===== config.mk =====
export PLATFORM = sky130hd
export DESIGN_NAME = ternary_sum_seq
export DESIGN_NICKNAME = d
export VERILOG_FILES = /design/src/rtl/ternary_seq_pkg.sv /design/src/rtl/ternary_sum_seq.sv
export SDC_FILE = /design/constraint.sdc
export NUM_CORES = 1
export LEC_CHECK = 0
export CORE_ASPECT_RATIO = 1.5
export CORE_MARGIN = 2
export CORE_UTILIZATION = 50
export DETAILED_ROUTE_END_ITERATION = 8
export GPL_TIMING_DRIVEN = 0
export PLACE_DENSITY = 0.84
export SKIP_LAST_GASP = 1
export SLEW_MARGIN = 20
export SYNTH_ARGS = -nofsm -noshare
export SYNTH_HDL_FRONTEND = slang
export SYNTH_SLANG_ARGS = --single-unit

===== constraint.sdc =====
create_clock -name clk -period 8.2 [get_ports clk]
set_input_delay 1.23 -clock clk [delete_from_list [all_inputs] [get_ports clk]]
set_output_delay 1.23 -clock clk [all_outputs]
set_load 0.01 [all_outputs]

===== src/rtl/ternary_seq_pkg.sv =====
// Shared definitions for the ternary term-summing sequencer.
// Holds the FSM state encoding and the per-job term limit.
package ternary_seq_pkg;

   localparam int MAX_TERMS = 9;

   typedef enum logic [1:0] {
      FILL = 2'd0,
      ADD  = 2'd1,
      DONE = 2'd2
   } state_t;

endpackage


===== src/rtl/ternary_sum_seq.sv =====
// Sums up to MAX_TERMS unsigned terms per job through one shared three-operand adder.
// Terms are staged two at a time in holding registers, then folded into the accumulator.
module ternary_sum_seq
   import ternary_seq_pkg::*;
#(
   parameter int WIDTH     = 32,
   parameter int MAX_TERMS = ternary_seq_pkg::MAX_TERMS
) (
   input  logic             clk,
   input  logic             rst,
   input  logic             in_valid,
   output logic             in_ready,
   input  logic [WIDTH-1:0] in_data,
   input  logic             in_last,
   output logic             out_valid,
   input  logic             out_ready,
   output logic [WIDTH+3:0] out_sum,
   output logic [3:0]       out_count,
   output logic             out_err
);

   state_t           r_state;
   logic [WIDTH+3:0] r_acc;
   logic [3:0]       r_count;
   logic             r_err;
   logic             r_lastSeen;
   logic [WIDTH-1:0] r_h0;
   logic [WIDTH-1:0] r_h1;
   logic             r_h0Full;
   logic             r_h1Full;

   logic             w_accept;
   logic             w_store;
   logic [WIDTH+3:0] w_op0;
   logic [WIDTH+3:0] w_op1;
   logic [WIDTH+3:0] w_sum;

   assign w_accept = in_valid && (r_state == FILL);
   assign w_store  = r_count < 4'(MAX_TERMS);

   // The only adder on the term path; empty holding registers contribute zero.
   assign w_op0 = r_h0Full ? {4'b0000, r_h0} : '0;
   assign w_op1 = r_h1Full ? {4'b0000, r_h1} : '0;
   assign w_sum = r_acc + w_op0 + w_op1;

   always_ff @(posedge clk) begin
      if (rst) begin
         r_state    <= FILL;
         r_acc      <= '0;
         r_count    <= '0;
         r_err      <= 1'b0;
         r_lastSeen <= 1'b0;
         r_h0       <= '0;
         r_h1       <= '0;
         r_h0Full   <= 1'b0;
         r_h1Full   <= 1'b0;
      end else begin
         case (r_state)
            FILL: begin
               if (w_accept) begin
                  // Beats past the term limit are swallowed but flag the job.
                  if (w_store) begin
                     r_count <= r_count + 4'd1;
                     if (!r_h0Full) begin
                        r_h0     <= in_data;
                        r_h0Full <= 1'b1;
                     end else begin
                        r_h1     <= in_data;
                        r_h1Full <= 1'b1;
                     end
                  end else begin
                     r_err <= 1'b1;
                  end
                  if (in_last) begin
                     r_lastSeen <= 1'b1;
                  end
                  if (in_last || (w_store && r_h0Full)) begin
                     r_state <= ADD;
                  end
               end
            end
            ADD: begin
               r_acc    <= w_sum;
               r_h0     <= '0;
               r_h1     <= '0;
               r_h0Full <= 1'b0;
               r_h1Full <= 1'b0;
               r_state  <= r_lastSeen ? DONE : FILL;
            end
            DONE: begin
               if (out_ready) begin
                  r_state    <= FILL;
                  r_acc      <= '0;
                  r_count    <= '0;
                  r_err      <= 1'b0;
                  r_lastSeen <= 1'b0;
               end
            end
            default: begin
               r_state <= FILL;
            end
         endcase
      end
   end

   // Handshake flags come straight from the state register; result fields are masked outside DONE.
   assign in_ready  = (r_state == FILL);
   assign out_valid = (r_state == DONE);
   assign out_sum   = out_valid ? r_acc   : '0;
   assign out_count = out_valid ? r_count : '0;
   assign out_err   = out_valid ? r_err   : 1'b0;

endmodule


### Word-level counts from Yosys, hierarchy flattened

Cells that the tools add are included.

| word-level totals | value |
|---|---|
| flip-flop bits (word level) | 110 |

| operators by class | value |
|---|---|
| add/subtract/negate cells | 3 |
| $lt $le $gt $ge | 1 |
| equality and inequality tests | 10 |
| muxes and demuxes | 38 |
| reductions and logical operators | 15 |

Operator list:

| cell | count |
|---|---|
| $mux W32 | 8 |
| $pmux W32 S2 | 2 |
| $add A36 B32 Y36 | 2 |
| $mux W36 | 2 |
| $pmux W36 S2 | 1 |
| $reduce_and A4 Y1 | 5 |
| $mux W4 | 4 |
| $ne A2 B1 Y1 const B | 6 |
| $mux W1 | 11 |
| $mux W2 | 4 |
| $pmux W1 S2 | 4 |
| $pmux W4 S2 | 1 |
| $pmux W2 S3 | 1 |
| $reduce_and A3 Y1 | 2 |
| $reduce_bool A2 Y1 | 3 |
| $add A4 B1 Y4 const B | 1 |
| $lt A4 B4 Y1 const B | 1 |
| $ne A2 B2 Y1 const B | 2 |
| $eq A2 B1 Y1 const B | 1 |
| $eq A2 B2 Y1 const B | 1 |
| $logic_and A1 B1 Y1 | 2 |
| $logic_not A2 Y1 | 1 |
| $reduce_and A2 Y1 | 1 |
| $logic_or A1 B1 Y1 | 1 |

### Logic depth before layout (Yosys ltp)

| depth | value |
|---|---|
| depth after elaboration | 6 |
| gate-level depth with buffers | 14 |
| mapped depth without buffers | 12 |

### Worst setup path after synthesis

Ideal clock, no wire load.

| path | value |
|---|---|
| path type | register to register |
| start | register r_h0Full |
| end | register r_acc[33] |
| setup time | 0.122 ns |
| arrival | 3.568 ns |
| data required time | 8.078 ns |
| setup slack | 4.510 ns |
| cell stages (with the launch flop) | 15 |
| period minus slack after synthesis | 3.690 ns |
| cell sequence | dfxtp_1 clkbuf_1 clkbuf_1 and2_1 fa_1 ha_1 fa_1 a21o_1 a221o_1 a41oi_2 a31oi_1 a221oi_2 o31a_2 nor2_1 a311o_1 |

| between the ends | value |
|---|---|
| cells in the longest elaborated chain, start to end | 4 |

RTL lines:

| element | line | RTL |
|---|---|---|
| start, declared | ternary_sum_seq.sv:29 | `logic r_h0Full;` |
| start signal, assigned | ternary_sum_seq.sv:55 | `r_h0Full <= 1'b0;` |
| start signal, assigned | ternary_sum_seq.sv:66 | `r_h0Full <= 1'b1;` |
| start signal, assigned | ternary_sum_seq.sv:86 | `r_h0Full <= 1'b0;` |
| $mux W32 | ternary_sum_seq.sv:42 | `assign w_op0 = r_h0Full ? {4'b0000, r_h0} : '0;` |
| $add A36 B32 Y36 (2 in a row) | ternary_sum_seq.sv:44 | `assign w_sum = r_acc + w_op0 + w_op1;` |
| $pmux W36 S2 | ternary_sum_seq.sv:58 | `case (r_state)` |
| end signal, assigned | ternary_sum_seq.sv:83 | `r_acc <= w_sum;` |
| end, declared | ternary_sum_seq.sv:23 | `logic [WIDTH+3:0] r_acc;` |

Every way passes these cells.
A chain may end at the register's enable or synchronous reset.

### Worst setup path in the final report

Same ends and word-level chain as after synthesis.

==> implementation parameters <==
Parameter                              Value

Synth
  Flip-flop cell with the highest count after synthesis    dfxtp_1
  Number of enable flip-flop cells after synthesis    0
  Sequential element share of the synthesized area    0.3089
  Average cell area after synthesis    8.280 um2
  Number of warnings issued by yosys    0
  Synth async-reset ratio    0
  Yosys cell types    56
  Synth Register Bits    110
  Combined area of all synthesized cells    just over 0.007 mm2
  Mapped Nets    slightly below 1,000
  Post-synthesis instance total    ~860

STA
  Worst-case clock skew    0.006794 ns
  Final worst path period share    0.5547
  RSZ-0062 raised after global routing    no
  Fin. max-slew vios    0
  Setup total negative slack    0 ns
  Setup violation total in the final timing report    0
  Max frequency    between 0.2 and 0.25 GHz
  Endpoints failing hold    0
  Slew of the pin with the lowest slew margin    ~0.66 ns
  Tmin final    about 4.5 ns
  Worst rel slew slack    0.5581

Global route
  Global routing usage summed across all routing layers    0.2670
  Busiest layer in global routing    met2
  Aggregate global routing overflow    0
  Antenna violations before repair    0
  Met1 GRT Util    0.3193
  Grt met3 use    0.03343
  Global-route wire length before repair    31,900 um
  Vias in the first global route    roughly 6,500
  GR Util met2    0.4536
  Largest net degree at the start of global routing    18

Clocking
  H-tree level count    3
  Num Clock Sinks    between 100 and 150
  CTS clk-pin slew, worst paths    ~0.070 ns
  Post-CTS Hold Buffers    0
  CTS buffer count    9
  CTS tree    done
  Root Buffer    clkbuf_16
  Longest Clk Path Bufs    2
  Setup Buffers After CTS    0
  Clock insertion delay at the later pin of the skew report    around 0.35 ns
  Post-CTS sizing    0

Pwr
  Max rail drop VDD    roughly 140 uV
  Combinational group share of total power    0.147
  Relative contribution of sequential cells to total power    0.471
  Total power divided by cell area    about 140 mW/mm2
  Leakage dissipation    roughly 3.6 nW
  Switching share of power    0.2726
  Cell-internal power    0.0008883 W
  Clock Power Share    0.382
  Switching power total    ~0.00033 W

Floorplan
  Number of placement rows    between 50 and 60
  Die Span Y    150.2 um
  Overall die width    between 100 and 150 um
  Starting utilization of the core area    0.5095
  Total I/O pin count    80
  CORE AREA    ~0.014 mm2
  Die area    between 0.015 and 0.02 mm2

Drt
  Number of vias in the routed layout    approximately 6,600
  # DRC    0
  Via-to-Cell Ratio    slightly below 6
  Routed wire length    19,450 um
  Post-route ant nets    0
  Drt first pass iters    5
  Number of DRC markers in iteration 0    430
  Routed length per instance    ~17 um

Final layout
  Nets    1,055
  Number of fill cells    between 1,000 and 1,500
  Final Cell Area    approximately 0.0085 mm2
  Ant. Diodes    0
  Area of all sequential standard cells    about 0.0022 mm2
  Layout cell share with drive strength beyond 1    0.03766
  Multi-input logic area    about 0.0046 mm2
  Area growth from synthesis to final layout    18.95%

Hold path
  Worst Hold Path EP    r_h1[24]
  Worst Min Path Start    r_h1[24]
  Worst min-delay path class    flop to flop
  Worst hold path depth    2

Worst setup path
  Sort of element at the end of the critical path    flop
  Reg-to-Reg End    r_acc[33]
  Cell count of the worst reg-to-reg path    14
  Data required time at the worst endpoint    around 8.4 ns
  Maximum fanout along the worst path    10
  Flop-to-flop setup slack    3.65 ns
  Crit Path Category    flop to flop
  Arrival time of the worst setup path    ~4.8 ns
  Startpoint type of the worst setup path    flop
  Worst reg2reg startpoint    r_h0Full

Placement
  Area after detailed placement    slightly above 0.008 mm2
  Port Buf Inserts    79
  Placed wire-length estimate    about 15,000 um
  Placer's final routability congestion estimate    between 0.9 and 1

Flow run
  Total of max-cap violations    0

Outcome
  Status    finished clean
-- placed cells by master (no fill, tap or decap), types with 13 or more instances in the layout --
| cell type | instances |
|---|---|
| fa_1 | 33 |
| ha_1 | 34 |
| nor2_1 | 47 |
| a21o_1 | 26 |
| o21ai_0 | 19 |
| clkdlybuf4s50_1 | 79 |
| a21oi_1 | 97 |
| clkbuf_1 | 65 |
| a22oi_1 | 13 |
| and2_1 | 106 |
| nand3_1 | 70 |
| dfxtp_1 | 110 |
| nand2_1 | 89 |
| xnor2_1 | 15 |
| a22o_1 | 18 |
-- cells by family (layout without fill, tap and decap cells) --
kind of cell / after synthesis / count (layout) / share of synthesized area
xor gates and xnor gates: 27 / 27 / 0.03317
AOI/OAI and AO/OA: 216 / 216 / 0.2024
and+or+nand+nor: 360 / 360 / 0.2578
muxes: 3 / 3 / 0.004212
adders and majority gates: 67 / 67 / 0.1523
DFF: 110 / 110 / 0.3089
buffers and inverters: 78 / 173 / 0.04124
-- final cells by class --
class                           count  share of cell area
Clock buffer                       12             0.03143
Inverter                           12            0.005311
Buffer                             66             0.02936
Sequential cell                   110              0.2597
Timing Repair Buffer               79             0.09324
Multi-Input combinational cell    673              0.5463
Clock inverter                      4            0.006344
Tap cell                          192             0.02833
-- routing by layer --
layer | wire [um] | up-vias
li1 | - | 3177
met3 | 978 | 68
met4 | 1024 | 0
met5 | 0 | -
met1 | 7765 | 3103
met2 | 9679 | 277
-- metrics by stage --
step	total power, W	setup slack (ns)	instances	hold slack, ns	util
2_1_floorplan	0.0006966	4.510	861	0.4285	-
3_3_place_gp	0.0007566	3.807	1132	0.4375	0.5832
5_1_grt	0.001269	3.438	1148	0.4678	0.6061
4_1_cts	0.001221	3.735	1148	0.4516	0.6061
3_5_place_dp	0.0007621	3.805	1132	0.4420	0.5832
6_report	0.001221	3.651	1148	0.4513	0.6061
-- cells in the mapped netlist (all sizes together), types with 4 or more instances --
library cell / number / area (um2)
a211oi: 4 / 47.54
a21o: 26 / 195.2
a21oi: 98 / 494.2
a22o: 18 / 157.7
a22oi: 13 / 97.59
a31oi: 7 / 43.79
and2: 106 / 663.1
clkbuf: 65 / 244.0
dfxtp: 110 / 2202
fa: 33 / 660.6
ha: 34 / 425.4
inv: 12 / 45.04
nand2: 89 / 334.1
nand2b: 8 / 50.05
nand3: 71 / 360.3
nand4: 12 / 75.07
nor2: 47 / 176.4
nor3: 9 / 45.04
o21ai: 21 / 108.9
o21bai: 5 / 37.54
or2: 4 / 25.02
xnor2: 15 / 131.4
xor2: 12 / 105.1
-- power groups by stage --
| stage | Clock, W | Combinational, W | Sequential, W |
|---|---|---|---|
| final | 0.000467 | 0.000179 | 0.000575 |
| after detailed placement | 0 | 0.000175 | 0.000587 |
| after CTS | 0.000470 | 0.000177 | 0.000575 |
| after floorplan | 0 | 0.000114 | 0.000582 |
| after global placement | 0 | 0.000171 | 0.000586 |
| after global routing | 0.000493 | 0.000198 | 0.000578 |
-- flip-flops by register name, indices dropped and copies added, names as in the netlist --
name and count:
r_h0Full 1, r_acc 36, r_state 2, r_h1Full 1, r_h1 32, r_h0 32, r_err 1, r_count 4
r_lastSeen 1
-- worst max path at each step --
stage                   from   endpoint  depth (start not counted)
detailed placement  r_h0Full  r_acc[33]                         14
global placement    r_h0Full  r_acc[33]                         14
floorplan           r_h0Full  r_acc[33]                         14
global route        r_h0Full  r_acc[33]                         14
finish              r_h0Full  r_acc[33]                         14
CTS                 r_h0Full  r_acc[33]                         14
-- worst max-delay path, stage by stage, from the launching register on --
cell and delay (ns):
dfxtp_1 0.31, clkbuf_1 0.31, clkbuf_1 0.42, and2_1 0.22
fa_1 0.43, ha_1 0.25, fa_1 0.41, a21o_1 0.23
a221o_1 0.36, a41oi_2 0.31, a31oi_1 0.25, a221oi_2 0.38
o31a_2 0.23, nor2_1 0.06, a311o_1 0.26
No activity file was read; power rests on OpenSTA's default activity.
